File: src/rtl/avst_pkt_monitor_if.sv
// -----------------------------------------------------------------------------
// avst_pkt_monitor_if
//   Avalon-ST stream bundle (valid/ready handshake plus one packet line).
//
//   Parameters
//     DATA_W   data bus width in bits (multiple of 8)
//     EMPTY_W  empty field width, clog2(DATA_W/8)
//
//   Signals
//     valid        source -> sink  beat present on line
//     ready        sink -> source  sink can take a beat this edge
//     line.data    source -> sink  payload
//     line.sop     source -> sink  first beat of packet
//     line.eop     source -> sink  last beat of packet
//     line.empty   source -> sink  unused bytes in the eop beat
//
//   Modports
//     master  drives valid/line, samples ready (stream source)
//     slave   samples valid/line, drives ready (stream sink)
// -----------------------------------------------------------------------------
interface avst_pkt_monitor_if #(
  parameter int DATA_W  = 64,
  parameter int EMPTY_W = 3
);

  typedef struct packed {
    logic [DATA_W-1:0]  data;
    logic               sop;
    logic               eop;
    logic [EMPTY_W-1:0] empty;
  } line_t;

  logic  valid;
  logic  ready;
  line_t line;

  modport master (output valid, output line, input ready);
  modport slave  (input valid, input line, output ready);

endinterface

File: src/rtl/avst_pkt_monitor.sv
// -----------------------------------------------------------------------------
// avst_pkt_monitor
//   Avalon-ST ingress stage. Registers the stream through a 2-entry skid
//   buffer, enforces SOP/EOP framing (malformed beats are dropped) and keeps
//   saturating packet / error statistics plus a wrapping byte count.
//
//   Optional feature (compile-time macro PKT_LEN_CHECK_EN):
//     packets longer than MAX_BEATS beats are truncated with a forced EOP on
//     the MAX_BEATS-th beat; the rest of the packet is discarded up to and
//     including its EOP, and len_err_cnt counts such packets. Without the
//     macro packets of any length pass and len_err_cnt is tied to zero.
//
//   Ports
//     sys_clk      in   single clock, rising edge
//     reset_n      in   asynchronous active-low reset
//     in           stream sink (slave modport)
//     out          stream source (master modport), fully registered
//     pkt_cnt      out  packets forwarded (EOP beats sent on out), saturating
//     byte_cnt     out  bytes forwarded, wraps modulo 2^BYTE_W
//     err_cnt      out  framing errors, saturating
//     len_err_cnt  out  over-length packets, saturating (0 without the macro)
// -----------------------------------------------------------------------------
module avst_pkt_monitor #(
  parameter int DATA_W    = 64,
  parameter int EMPTY_W   = 3,
  parameter int CNT_W     = 32,
  parameter int BYTE_W    = 48,
  parameter int MAX_BEATS = 24
) (
  input  logic                 sys_clk,
  input  logic                 reset_n,
  avst_pkt_monitor_if.slave    in,
  avst_pkt_monitor_if.master   out,
  output logic [CNT_W-1:0]     pkt_cnt,
  output logic [BYTE_W-1:0]    byte_cnt,
  output logic [CNT_W-1:0]     err_cnt,
  output logic [CNT_W-1:0]     len_err_cnt
);

  localparam int BYTES = DATA_W / 8;

  typedef struct packed {
    logic [DATA_W-1:0]  data;
    logic               sop;
    logic               eop;
    logic [EMPTY_W-1:0] empty;
  } line_t;

  typedef enum logic [1:0] {
    S_IDLE,
    S_IN_PKT
`ifdef PKT_LEN_CHECK_EN
    , S_DISCARD
`endif
  } state_t;

  state_t state_q, state_d;

  // Skid buffer: out_q is the presented beat, skid_q catches one more beat
  // so in.ready can be a pure register.
  line_t out_q, skid_q, push_line, beat_in;
  logic  out_valid_q, skid_valid_q, ready_q;
  logic  accept, pop, fwd, err_inc, eop_eff;
  logic [1:0] occ_d;

  logic [CNT_W-1:0]  pkt_cnt_q, err_cnt_q;
  logic [BYTE_W-1:0] byte_cnt_q;
  logic [EMPTY_W:0]  beat_bytes;

  assign beat_in = in.line;
  assign accept  = in.valid && ready_q;
  assign pop     = out_valid_q && out.ready;

`ifdef PKT_LEN_CHECK_EN
  localparam int BEAT_W = $clog2(MAX_BEATS + 1);
  logic [BEAT_W-1:0] beat_cnt_q, beat_idx;
  logic              trunc;

  // Position of the current beat within its packet, counting from SOP.
  assign beat_idx = beat_in.sop ? BEAT_W'(1) : beat_cnt_q + BEAT_W'(1);
  assign trunc    = fwd && !beat_in.eop && (beat_idx == BEAT_W'(MAX_BEATS));
  assign eop_eff  = beat_in.eop || trunc;

  always_ff @(posedge sys_clk or negedge reset_n) begin
    if (!reset_n)  beat_cnt_q <= '0;
    else if (fwd)  beat_cnt_q <= beat_idx;
  end
`else
  logic unused_max_beats;
  assign unused_max_beats = (MAX_BEATS > 0);
  assign eop_eff          = beat_in.eop;
`endif

  // A truncated beat always has eop=0 on input, so gating empty with the
  // input eop also yields empty=0 for forced-EOP beats.
  always_comb begin
    push_line       = beat_in;
    push_line.eop   = eop_eff;
    push_line.empty = beat_in.eop ? beat_in.empty : '0;
  end

  // ---------------------------------------------------------------------------
  // Framing FSM: state register / next state / outputs
  // ---------------------------------------------------------------------------
  always_ff @(posedge sys_clk or negedge reset_n) begin
    // NOTE: every clocked register uses non-blocking assignment so all flops
    // sample pre-edge values regardless of process evaluation order.
    if (!reset_n) state_q <= S_IDLE;
    else          state_q <= state_d;
  end

  always_comb begin
    // NOTE: default assignment first so no path through the block leaves the
    // signal unassigned and infers a latch.
    state_d = state_q;
    if (fwd) state_d = eop_eff ? S_IDLE : S_IN_PKT;
`ifdef PKT_LEN_CHECK_EN
    if (trunc) state_d = S_DISCARD;
    else if (accept && state_q == S_DISCARD && !beat_in.sop && beat_in.eop)
      state_d = S_IDLE;
`endif
  end

  always_comb begin
    fwd     = 1'b0;
    err_inc = 1'b0;
    if (accept) begin
      case (state_q)
        S_IDLE: begin
          fwd     = beat_in.sop;
          err_inc = !beat_in.sop;
        end
        S_IN_PKT: begin
          // SOP here means the previous packet never saw its EOP.
          fwd     = 1'b1;
          err_inc = beat_in.sop;
        end
`ifdef PKT_LEN_CHECK_EN
        S_DISCARD: begin
          fwd     = beat_in.sop;
          err_inc = beat_in.sop;
        end
`endif
        default: ;
      endcase
    end
  end

  // ---------------------------------------------------------------------------
  // Skid buffer
  // ---------------------------------------------------------------------------
  assign occ_d = 2'(out_valid_q) + 2'(skid_valid_q) + 2'(fwd) - 2'(pop);

  always_ff @(posedge sys_clk or negedge reset_n) begin
    if (!reset_n) begin
      // NOTE: payload registers are reset as well so out.line is a known
      // value straight out of reset rather than X.
      out_q        <= '0;
      skid_q       <= '0;
      out_valid_q  <= 1'b0;
      skid_valid_q <= 1'b0;
      ready_q      <= 1'b0;
    end else begin
      if (pop) begin
        if (skid_valid_q) begin
          out_q        <= skid_q;
          skid_valid_q <= fwd;
          if (fwd) skid_q <= push_line;
        end else begin
          out_valid_q <= fwd;
          if (fwd) out_q <= push_line;
        end
      end else if (fwd) begin
        // ready_q guarantees a free slot whenever fwd is set.
        if (!out_valid_q) begin
          out_valid_q <= 1'b1;
          out_q       <= push_line;
        end else begin
          skid_valid_q <= 1'b1;
          skid_q       <= push_line;
        end
      end
      ready_q <= (occ_d != 2'd2);
    end
  end

  assign in.ready  = ready_q;
  assign out.valid = out_valid_q;
  assign out.line  = out_q;

  // ---------------------------------------------------------------------------
  // Statistics
  // ---------------------------------------------------------------------------
  assign beat_bytes = out_q.eop ? (EMPTY_W+1)'(BYTES) - {1'b0, out_q.empty}
                                : (EMPTY_W+1)'(BYTES);

  always_ff @(posedge sys_clk or negedge reset_n) begin
    if (!reset_n) begin
      pkt_cnt_q  <= '0;
      byte_cnt_q <= '0;
      err_cnt_q  <= '0;
    end else begin
      if (pop) begin
        byte_cnt_q <= byte_cnt_q + BYTE_W'(beat_bytes);
        if (out_q.eop && pkt_cnt_q != '1) pkt_cnt_q <= pkt_cnt_q + CNT_W'(1);
      end
      if (err_inc && err_cnt_q != '1) err_cnt_q <= err_cnt_q + CNT_W'(1);
    end
  end

`ifdef PKT_LEN_CHECK_EN
  logic [CNT_W-1:0] len_err_cnt_q;

  always_ff @(posedge sys_clk or negedge reset_n) begin
    if (!reset_n)
      len_err_cnt_q <= '0;
    else if (trunc && len_err_cnt_q != '1)
      len_err_cnt_q <= len_err_cnt_q + CNT_W'(1);
  end

  assign len_err_cnt = len_err_cnt_q;
`else
  assign len_err_cnt = '0;
`endif

  assign pkt_cnt  = pkt_cnt_q;
  assign byte_cnt = byte_cnt_q;
  assign err_cnt  = err_cnt_q;

endmodule
File: src/flat_wrapper.sv
// flat-port wrapper written by rule: the top's interface ports become plain ports
module avst_pkt_monitor_flat 
#(
  parameter int DATA_W    = 64,
  parameter int EMPTY_W   = 3,
  parameter int CNT_W     = 32,
  parameter int BYTE_W    = 48,
  parameter int MAX_BEATS = 24
)
  (sys_clk, reset_n, pkt_cnt, byte_cnt, err_cnt, len_err_cnt, in_valid, in_line, in_ready, out_valid, out_line, out_ready);
  avst_pkt_monitor_if #(.DATA_W(DATA_W), .EMPTY_W(EMPTY_W)) in_i ();
  avst_pkt_monitor_if #(.DATA_W(DATA_W), .EMPTY_W(EMPTY_W)) out_i ();
  input  logic sys_clk;
  input  logic reset_n;
  output logic [CNT_W-1:0] pkt_cnt;
  output logic [BYTE_W-1:0] byte_cnt;
  output logic [CNT_W-1:0] err_cnt;
  output logic [CNT_W-1:0] len_err_cnt;
  input wire logic [$bits(in_i.valid)-1:0] in_valid;
  input wire logic [$bits(in_i.line)-1:0] in_line;
  output wire logic [$bits(in_i.ready)-1:0] in_ready;
  output wire logic [$bits(out_i.valid)-1:0] out_valid;
  output wire logic [$bits(out_i.line)-1:0] out_line;
  input wire logic [$bits(out_i.ready)-1:0] out_ready;
  assign in_i.valid = in_valid;
  assign in_i.line = in_line;
  assign in_ready = in_i.ready;
  assign out_valid = out_i.valid;
  assign out_line = out_i.line;
  assign out_i.ready = out_ready;
  avst_pkt_monitor #(.DATA_W(DATA_W), .EMPTY_W(EMPTY_W), .CNT_W(CNT_W), .BYTE_W(BYTE_W), .MAX_BEATS(MAX_BEATS)) u_core (.sys_clk(sys_clk), .reset_n(reset_n), .in(in_i), .out(out_i), .pkt_cnt(pkt_cnt), .byte_cnt(byte_cnt), .err_cnt(err_cnt), .len_err_cnt(len_err_cnt));
endmodule
File: config.mk
export PLATFORM = sky130hd
export DESIGN_NAME = avst_pkt_monitor_flat
export DESIGN_NICKNAME = d
export VERILOG_FILES = /design/src/rtl/avst_pkt_monitor_if.sv /design/src/rtl/avst_pkt_monitor.sv /design/src/flat_wrapper.sv
export SDC_FILE = /design/constraint.sdc
export NUM_CORES = 1
export LEC_CHECK = 0
export ABC_CLOCK_PERIOD_IN_PS = 3440
export CORE_MARGIN = 2
export CORE_UTILIZATION = 50
export CTS_BUF_LIST = sky130_fd_sc_hd__clkbuf_8
export DETAILED_ROUTE_END_ITERATION = 8
export GPL_ROUTABILITY_DRIVEN = 1
export HOLD_SLACK_MARGIN = 0.15
export PLACE_DENSITY = 0.88
export SYNTH_ARGS = -nofsm -noshare
export SYNTH_HDL_FRONTEND = slang
export SYNTH_SLANG_ARGS = --single-unit
File: constraint.sdc
create_clock -name sys_clk -period 3.44 [get_ports sys_clk]
set_input_delay 0.516 -clock sys_clk [delete_from_list [all_inputs] [get_ports sys_clk]]
set_output_delay 0.516 -clock sys_clk [all_outputs]
set_load 0.02 [all_outputs]
==> results.sh, run 1 <==
export IMPL_dr_pass1_iters=5
export IMPL_setup_violations=0
export IMPL_irDropWorstVdd_mv=0.5781
export IMPL_grt_max_degree=139
export IMPL_worst_hold_path_type="reg2reg"
export IMPL_path_clk_slew_ns=0.06
export IMPL_cts_tree="done"
export IMPL_io_pin_count=288
export IMPL_drcViolationCount=0
export IMPL_fin_crit_sh_pct=82.04
export IMPL_clkLatencyLatePin_ns=0.54
export IMPL_area_delta_synth_final_pct=32.24
export IMPL_drive_gt1_share_pct=11.02
export IMPL_synth_seq_cells=254
export IMPL_rsz0062_at_grt="false"
export IMPL_hold_buffers=1
export IMPL_hold_viol=0
export IMPL_synthTopCellsByArea="dfrtp_1, mux2_2, nand2_1"
export IMPL_via_count=9099
export IMPL_most_common_layout_cells="clkdlybuf4s50_1, dfrtp_1, nand2_1"
export IMPL_slew_headroom_pct=24.38
export IMPL_coreArea_mm2=0.02257
export IMPL_cp_arrival_ns=3.21
export IMPL_routed_wl_um=28060
export IMPL_synth_warnings=0
export IMPL_max_cap_viol_count=0
export IMPL_critPathMaxFanout=14
export IMPL_async_flop_share_pct=100.0
export IMPL_cts_resized_gates=0
export IMPL_p_leak_nw=6.707
export IMPL_tns_ns=0
export IMPL_place_hpwl_um=19110
export IMPL_cts_buffers_inserted=45
export IMPL_die_w_um=155.4
export IMPL_grt_pass1_vias=9161
export IMPL_endpoint_kind="flop"
export IMPL_placed_cells=1601
export IMPL_synthCells=1095
export IMPL_fillers=1693
export IMPL_cp_required_ns=3.82
export IMPL_worst_pin_slew_ns=1.124
export IMPL_ys_types=48
export IMPL_post_cts_buffers=0
export IMPL_drt_iter0_markers=473
export IMPL_final_cell_count_no_fill=1683
export IMPL_p_per_area_mw_per_mm2=762.4
export IMPL_antenna_found_initial=1
export IMPL_grt_pass1_wl_um=45570
export IMPL_fin_skew_ns=0.03351
export IMPL_syn_area_mm2=0.01145
export IMPL_place_ws_ns=0.5698
export IMPL_clockBufferDepth=3
export IMPL_via_per_inst=5.406
export IMPL_synth_top_area_share_pct=55.49
export IMPL_grt_util_all_layers_pct=23.03
export IMPL_ys_seq_area_share_pct=55.49
export IMPL_die_area_mm2=0.02414
export IMPL_critPathLaunchType="flop"
export IMPL_wl_per_cell_um=16.67
export IMPL_max_clock_freq_mhz=354.4
export IMPL_cts_sinks=254
export IMPL_finalWorstSetupSlack_ns=0.6180
export IMPL_rows=55
export IMPL_drv_slew=0
export IMPL_synth_top_area_cell="dfrtp_1"
export IMPL_postSynthAreaPerCell_um2=10.46
export IMPL_status="completed"
export IMPL_cts_root_buf="clkbuf_8"
export IMPL_postLayoutCoreUtil_pct=67.11
export IMPL_htreeDepth=2
export IMPL_synth_main_ff_cell="dfrtp_1"
export IMPL_start_util_pct=50.75
export IMPL_ant_nets=0
export IMPL_place_port_buffers=255
export IMPL_worstSetupPathType="reg2reg"
export IMPL_die_h_um=155.4
export IMPL_period_minus_slack_ns=2.822
export IMPL_place_congestion=0.8850
export IMPL_overflow=0
export IMPL_synth_edf_count=0
export IMPL_finalNetCount=1448
==> final cells by class <==
cell class                 count  area, um^2  area share (%)
tap                          285       356.6           2.354
multi-input combinational    780        4750           31.35
timing repair buffer         266        2693           17.77
clock buffer                  59       812.0           5.361
clock inverter                21       115.1          0.7599
sequential                   254        6356           41.96
inverter                      17       63.81          0.4212
antenna                        1       2.502         0.01652
==> state kept, by name (all words and copies together), names as in the netlist <==
| name | cells |
|---|---|
| u_core.out.line | 69 |
| u_core.skid_q | 69 |
| u_core.byte_cnt | 48 |
| u_core.err_cnt | 32 |
| u_core.pkt_cnt | 32 |
| u_core.in.ready | 1 |
| u_core.out.valid | 1 |
| u_core.skid_valid_q | 1 |
| u_core.state_q | 1 |
==> critical path: stages, from the launching register on <==
cell and delay, ns:
dfrtp_1 0.40, inv_1 0.06, ha_1 0.28, and2_1 0.19
fa_1 0.43, a21o_1 0.17, a21oi_1 0.15, buf_4 0.17
nand2b_1 0.47, nor4_1 0.16, xor2_1 0.17
==> worst paths after layout <==
kind	start	to	slack, ns	cells past startpoint
max in group asynchronous	reset_n	u_core.pkt_cnt[26]	1.91	3
min	u_core.skid_q[0]	u_core.skid_q[0]	0.48	2
max reg2reg	u_core.out.line[0]	u_core.byte_cnt[34]	0.62	10
max	u_core.out.line[0]	u_core.byte_cnt[34]	0.62	10
min reg2reg	u_core.skid_q[0]	u_core.skid_q[0]	0.48	2
min in group asynchronous	reset_n	u_core.skid_q[55]	0.64	2
==> kinds of logic after synthesis <==
logic type / synth area share, %
flops: 55.49
buf+inv: 4.216
other cells: 0.03274
compound gates: 5.418
xor+xnor: 8.258
simple gates: 18.67
mux: 6.587
fa+ha+maj: 1.333
==> layer usage <==
| metal | up-vias | GRT usage, % | wire, um |
|---|---|---|---|
| li1 | 4236 | - | - |
| met1 | 4473 | 29.18 | 11340 |
| met2 | 339 | 39.19 | 14090 |
| met3 | 51 | 5.376 | 1955 |
| met4 | 0 | 7.558 | 666 |
| met5 | - | 0 | 0 |
==> synthesized netlist by cell type, types with 2 or more instances <==
master,count
ha_1,9
clkbuf_1,28
nand3b_1,2
a31oi_1,71
a211oi_1,3
buf_1,6
nand2b_1,4
xor2_1,46
nor4_1,10
xnor2_1,62
mux2_2,67
nand2_1,194
a21o_1,3
nand4b_1,2
inv_1,16
a21oi_1,4
and3_1,19
buf_4,32
buf_2,8
dfrtp_1,254
or4_1,2
fa_1,2
nand3_1,47
nor2_1,101
o21ai_0,11
and2_1,5
and4_1,8
or2_2,3
nor3_1,25
nand4_1,33
==> stage by stage <==
stage | hold WS, ns | instance area [um^2] | power [W]
after floorplan | 0.2204 | 11570 | 0.006966
after global placement | 0.4638 | 14210 | 0.008599
after detailed placement | 0.4708 | 14210 | 0.008781
after CTS | 0.4849 | 15150 | 0.01167
after global routing | 0.5034 | 15150 | 0.01222
final | 0.4787 | 15150 | 0.01155
==> power by group <==
group	total, W	switching (W)	internal [W]
Combinational	0.00412	0.00219	0.00194
Sequential	0.00461	0.000664	0.00395
Clock	0.00281	0.00121	0.00160
Total	0.0115	0.00406	0.00749
No activity file was read; power rests on OpenSTA's default activity.
==> inputs of run 2 (changes only) <==
Settings changed: ABC_CLOCK_PERIOD_IN_PS 3440 to 2500, CORE_UTILIZATION 50 to 46, PLACE_DENSITY 0.88 to 0.86.
Clock period 3.44 ns to 2.5 ns, I/O delays scaled along.
==> run 2 against run 1 <==
  * Clock skew down 0.018 ns
  * Critical path type unchanged
  * Fmax up 18%
  * Via count up 1.9%
  * Clock power up 37%
  * Core utilization down 3.3 points
==> results.sh, run 2 (same netlist as run 1, synthesis figures left out) <==
export IMPL_status="completed"
export IMPL_grt_pass1_wl_um=46400
export IMPL_clockBufferDepth=3
export IMPL_drv_slew=0
export IMPL_fillers=1876
export IMPL_crit_reg2reg_launch="u_core.out.line[1]"
export IMPL_crit_end="u_core.byte_cnt[41]"
export IMPL_irDropWorstVdd_mv=0.7262
export IMPL_critPathBufInv=2
export IMPL_drcViolationCount=0
export IMPL_cts_sinks=254
export IMPL_critPathMaxFanout=8
export IMPL_drt_iter0_markers=575
export IMPL_worst_pin_slew_ns=0.6258
export IMPL_design_area_mm2=0.01556
export IMPL_slew_headroom_pct=57.90
export IMPL_io_pin_count=288
export IMPL_worst_r2r_setup_slack_ns=0.12
export IMPL_coreArea_mm2=0.02439
export IMPL_crit_chain="inv_1 > ha_1 > and2_1 > ha_1 > a211oi_1 > o21bai_2 > buf_4 > nand2_2 > nor3_1 > xor2_1"
export IMPL_clkPwrFrac_pct=23.6
export IMPL_start_util_pct=46.96
export IMPL_fin_skew_ns=0.01543
export IMPL_switching_share_pct=35.27
export IMPL_p_per_area_mw_per_mm2=1046
export IMPL_drive_gt1_share_pct=13.91
export IMPL_final_common_cell="clkdlybuf4s50_1"
export IMPL_antenna_found_initial=2
export IMPL_cp_startpoint="u_core.out.line[1]"
export IMPL_hold_viol=0
export IMPL_most_common_layout_cells="clkdlybuf4s50_1, dfrtp_1, nand2_1"
export IMPL_rows=57
export IMPL_cts_buffers_inserted=43
export IMPL_die_w_um=161.8
export IMPL_via_count=9269
export IMPL_grt_max_degree=77
export IMPL_tns_ns=0
export IMPL_setup_violations=0
export IMPL_crit_family="adder cells"
export IMPL_grt_util_all_layers_pct=21.68
export IMPL_critPathMaxStageDelay_ns=0.42
export IMPL_place_hpwl_um=19730
export IMPL_p_leak_nw=6.851
export IMPL_die_area_mm2=0.02618
export IMPL_place_area_mm2=0.01451
export IMPL_worst_hold_path_type="in2async"
export IMPL_endpoint_kind="flop"
export IMPL_period_minus_slack_ns=2.383
export IMPL_worstSetupPathType="reg2reg"
export IMPL_routed_wl_um=28750
export IMPL_switching_power_w=0.005742
export IMPL_critPathLaunchType="flop"
export IMPL_place_congestion=0.8597
export IMPL_worst_path_stages=10
export IMPL_slowest_stage="dfrtp_2"
export IMPL_r2r_end="u_core.byte_cnt[41]"
export IMPL_max_cap_viol_count=0
export IMPL_wl_per_cell_um=16.50
export IMPL_reg2reg_depth=10
export IMPL_fin_crit_sh_pct=95.31
export IMPL_die_h_um=161.8
export IMPL_power_frac_seq_pct=38.8
export IMPL_cp_required_ns=2.90
export IMPL_cts_root_buf="clkbuf_8"
export IMPL_grt_pass1_vias=9365
export IMPL_max_clock_freq_mhz=419.7
export IMPL_crit_top_cell="ha_1"
export IMPL_via_per_inst=5.321
export IMPL_cp_arrival_ns=2.79
export IMPL_ant_nets=0
export IMPL_finalNetCount=1467
export IMPL_overflow=0
export IMPL_path_clk_slew_ns=0.06
export IMPL_p_int_w=0.01054
export IMPL_combPwrFrac_pct=37.6
export IMPL_dr_pass1_iters=6
export IMPL_cts_tree="done"
export IMPL_clkLatencyLatePin_ns=0.53
export IMPL_area_delta_synth_final_pct=35.82
export IMPL_place_port_buffers=255
export IMPL_htreeDepth=2
[run 2: cell types whose count changed in the layout (fill, tap and decap cells not counted), sizes merged]
| cell | before | now |
|---|---|---|
| diode | 1 | 2 |
| bufinv | 1 | 2 |
| clkinv | 6 | 12 |
| clkbuf | 59 | 54 |
| buf | 11 | 32 |
| inv | 30 | 26 |
[run 2: cell type report]
class / count / area, um^2 / share of cell area, %
flip-flops and latches: 254 / 6359 / 40.87
multi-input cells: 780 / 4866 / 31.28
repair buffers: 287 / 2950 / 18.96
clock buffers: 54 / 743.2 / 4.777
well taps: 324 / 405.4 / 2.606
clock inverters: 24 / 165.2 / 1.062
inverters: 17 / 63.81 / 0.4102
diodes: 2 / 5.005 / 0.03217
[run 2: worst min path at each step]
stage,from,end,slack (ns),cells after the start
floorplan,reset_n,u_core.byte_cnt[0],0.08,0
global placement,reset_n,u_core.out.line[57],0.35,1
detailed placement,reset_n,u_core.out.line[57],0.35,1
CTS,reset_n,u_core.skid_q[10],0.35,2
global route,reset_n,u_core.skid_q[10],0.39,2
finish,reset_n,u_core.out.line[57],0.37,2
[run 2: layer usage]
layer | wire length (um) | up-vias | part of all wire, % | track usage, %
met4 | 1006 | 0 | 3.5 | 9.171
met2 | 14230 | 339 | 49 | 36.79
li1 | - | 4303 | - | -
met5 | 0 | - | 0 | 0
met1 | 11340 | 4551 | 39 | 25.99
met3 | 2176 | 76 | 7.6 | 6.078
[run 2: repair_timing]
action / in CTS / in global routing
resized for setup: 2 / 17
setup buffers: 0 / 2
hold endpoints to repair: 58 / 0
hold buffers: 1 / 0
setup endpoints to repair: 19 / 24
pin swaps: 0 / 3
[run 2: per-stage QoR]
step	utilization (%)	setup WS (ns)	total power (W)	hold WS, ns	cells
after CTS	63.31	0.03093	0.01636	0.3487	1738
after global placement	59.51	-0.07347	0.01215	0.3518	1659
final	63.78	0.1171	0.01628	0.3715	1742
after floorplan	-	0.005074	0.009628	0.07941	1126
after detailed placement	59.51	-0.1627	0.01240	0.3500	1659
after global routing	63.77	-0.02685	0.01727	0.3858	1741
[run 2: power by group through the flow]
stage	clock, W	combinational, W	sequential [W]
finish	0.00384	0.00612	0.00632
floorplan	0	0.00259	0.00704
global placement	0	0.00586	0.00628
CTS	0.00396	0.00609	0.00631
global route	0.00415	0.00664	0.00648
detailed placement	0	0.00604	0.00635
==> inputs of run 3 (changes only) <==
Settings changed: CORE_ASPECT_RATIO from default to 0.75, SLEW_MARGIN from default to 20.
==> run 3 against run 2 <==
  * Critical path depth is 1 higher
  * Sequential cell count stayed put
  * Cell count about the same
  * Clock skew fell by 0.0014 ns
  * Design area is the same
  * Setup slack worse by 0.011 ns
  * Clock power is 6.0% lower
  * Clock-buffer cell count decreased by 1
  * Critical path type unchanged
  * Critical endpoint is now u_core.byte_cnt[36]
==> results.sh, run 3 (same netlist as run 1, synthesis figures left out) <==
export IMPL_status="completed"
export IMPL_setup_violations=0
export IMPL_drt_iter0_markers=606
export IMPL_p_total_w=0.01613
export IMPL_cts_sinks=254
export IMPL_wl_per_cell_um=17.25
export IMPL_clockBufferDepth=3
export IMPL_period_minus_slack_ns=2.393
export IMPL_clkLatencyLatePin_ns=0.53
export IMPL_cp_arrival_ns=2.84
export IMPL_final_common_cell="clkdlybuf4s50_1"
export IMPL_most_common_layout_cells="clkdlybuf4s50_1, dfrtp_1, nand2_1"
export IMPL_critPathMaxFanout=14
export IMPL_placed_cells=1673
export IMPL_io_pin_count=288
export IMPL_antenna_found_initial=0
export IMPL_grt_util_all_layers_pct=22.50
export IMPL_slew_headroom_pct=63.22
export IMPL_final_cell_count_no_fill=1743
export IMPL_place_ws_ns=0.01374
export IMPL_critPathBufInv=2
export IMPL_critPathMaxStageDelay_ns=0.40
export IMPL_path_clk_slew_ns=0.06
export IMPL_die_h_um=140.7
export IMPL_regArea_mm2=0.006359
export IMPL_via_count=9268
export IMPL_irDropWorstVdd_mv=0.6757
export IMPL_drv_slew=0
export IMPL_grt_pass1_wl_um=47160
export IMPL_multi_input_area_mm2=0.004873
export IMPL_finalNetCount=1470
export IMPL_ant_nets=0
export IMPL_fillers=1858
export IMPL_die_area_mm2=0.02619
export IMPL_p_leak_nw=6.870
export IMPL_coreArea_mm2=0.02422
export IMPL_start_util_pct=47.30
export IMPL_p_per_area_mw_per_mm2=1037
export IMPL_place_hpwl_um=20830
export IMPL_die_w_um=186.2
export IMPL_drcViolationCount=0
export IMPL_grt_max_degree=71
export IMPL_place_area_mm2=0.01461
export IMPL_finalWorstSetupSlack_ns=0.1066
export IMPL_grt_pass1_vias=9265
export IMPL_htreeDepth=2
export IMPL_fin_crit_sh_pct=95.74
export IMPL_crit_chain="inv_1 > ha_1 > xnor2_1 > and2_1 > ha_4 > a21o_1 > a21oi_4 > nand2b_1 > buf_12 > nor4_2 > xor2_1"
export IMPL_hold_viol=0
export IMPL_via_per_inst=5.317
export IMPL_critPathLaunchType="flop"
export IMPL_crit_family="simple AND/OR/NAND/NOR gates"
export IMPL_drive_gt1_share_pct=13.46
export IMPL_slowest_stage="dfrtp_2"
export IMPL_endpoint_kind="flop"
export IMPL_routed_wl_um=30080
export IMPL_place_port_buffers=255
export IMPL_cts_root_buf="clkbuf_8"
export IMPL_rows=49
export IMPL_worst_pin_slew_ns=0.5467
export IMPL_max_clock_freq_mhz=417.8
export IMPL_design_area_mm2=0.01556
export IMPL_max_cap_viol_count=0
export IMPL_fin_skew_ns=0.01399
export IMPL_place_congestion=0.8648
export IMPL_worstSetupPathType="reg2reg"
export IMPL_cp_required_ns=2.95
export IMPL_area_delta_synth_final_pct=35.82
export IMPL_overflow=0
export IMPL_dr_pass1_iters=5
export IMPL_cts_tree="done"
export IMPL_worst_hold_path_type="in2async"
export IMPL_cts_buffers_inserted=41
export IMPL_antenna_cells=0
## run 3: cell types whose count changed in the layout (fill, tap and decap cells not counted), sizes merged
cell / delta
buf: +5
bufinv: -1
clkbuf: -1
clkinv: -9
diode: -2
inv: +2
## run 3: path summary, 6_finish.rpt
check	from	endpoint	slack, ns	cells after the start
max	u_core.out.line[0]	u_core.byte_cnt[36]	0.11	11
min	reset_n	u_core.pkt_cnt[26]	0.40	2
max reg2reg	u_core.out.line[0]	u_core.byte_cnt[36]	0.11	11
min reg2reg	u_core.skid_q[4]	u_core.skid_q[4]	0.49	2
max in group asynchronous	reset_n	u_core.skid_q[24]	1.37	3
min in group sys_clk	in_line[14]	u_core.out.line[14]	0.43	3
## run 3: through the flow
| step | setup TNS (ns) | util, % | hold WS (ns) |
|---|---|---|---|
| after floorplan | 0 | - | 0.07941 |
| after global placement | 0 | 60.34 | 0.3720 |
| after detailed placement | 0 | 60.34 | 0.3779 |
| after CTS | 0 | 63.78 | 0.3913 |
| after global routing | -0.04591 | 64.24 | 0.4095 |
| final | 0 | 64.24 | 0.4034 |
## run 3: area by class of cell
| class | count | share of cell area, % |
|---|---|---|
| multi-input combinational | 780 | 31.33 |
| timing repair buffer | 292 | 19.45 |
| sequential | 254 | 40.87 |
| clock inverter | 16 | 0.5951 |
| tap | 331 | 2.662 |
| inverter | 17 | 0.4102 |
| clock buffer | 53 | 4.689 |
## run 3: metal layers
layer  GRT usage, %  up-vias  part of all wire [%]
li1               -     4295                     -
met3          7.492       60                   9.8
met5              0        -                     0
met4          6.424        0                   2.1
met2          35.06      367                    46
met1          30.08     4546                    42
## run 3: worst register-to-register path, delay by kind of cell (launching register included)
family          cells  cell delay (ns)
compound gates      2             0.22
xor+xnor            2             0.31
fa+ha+maj           2             0.49
buf+inv             2             0.22
flops               1             0.40
simple gates        3             0.68
## run 3: what timing repair did
item                                    4_1_cts  5_1_grt
buffers inserted                              0        0
endpoints found under the setup margin        0       24
resized for setup                             0       19
hold buffers                                  1        0
hold endpoints to repair                     59        0
## run 3: power by group
group | total [W] | switching (W) | internal (W)
Sequential | 0.00634 | 0.000902 | 0.00544
Combinational | 0.00619 | 0.00321 | 0.00298
Clock | 0.00361 | 0.00162 | 0.00199
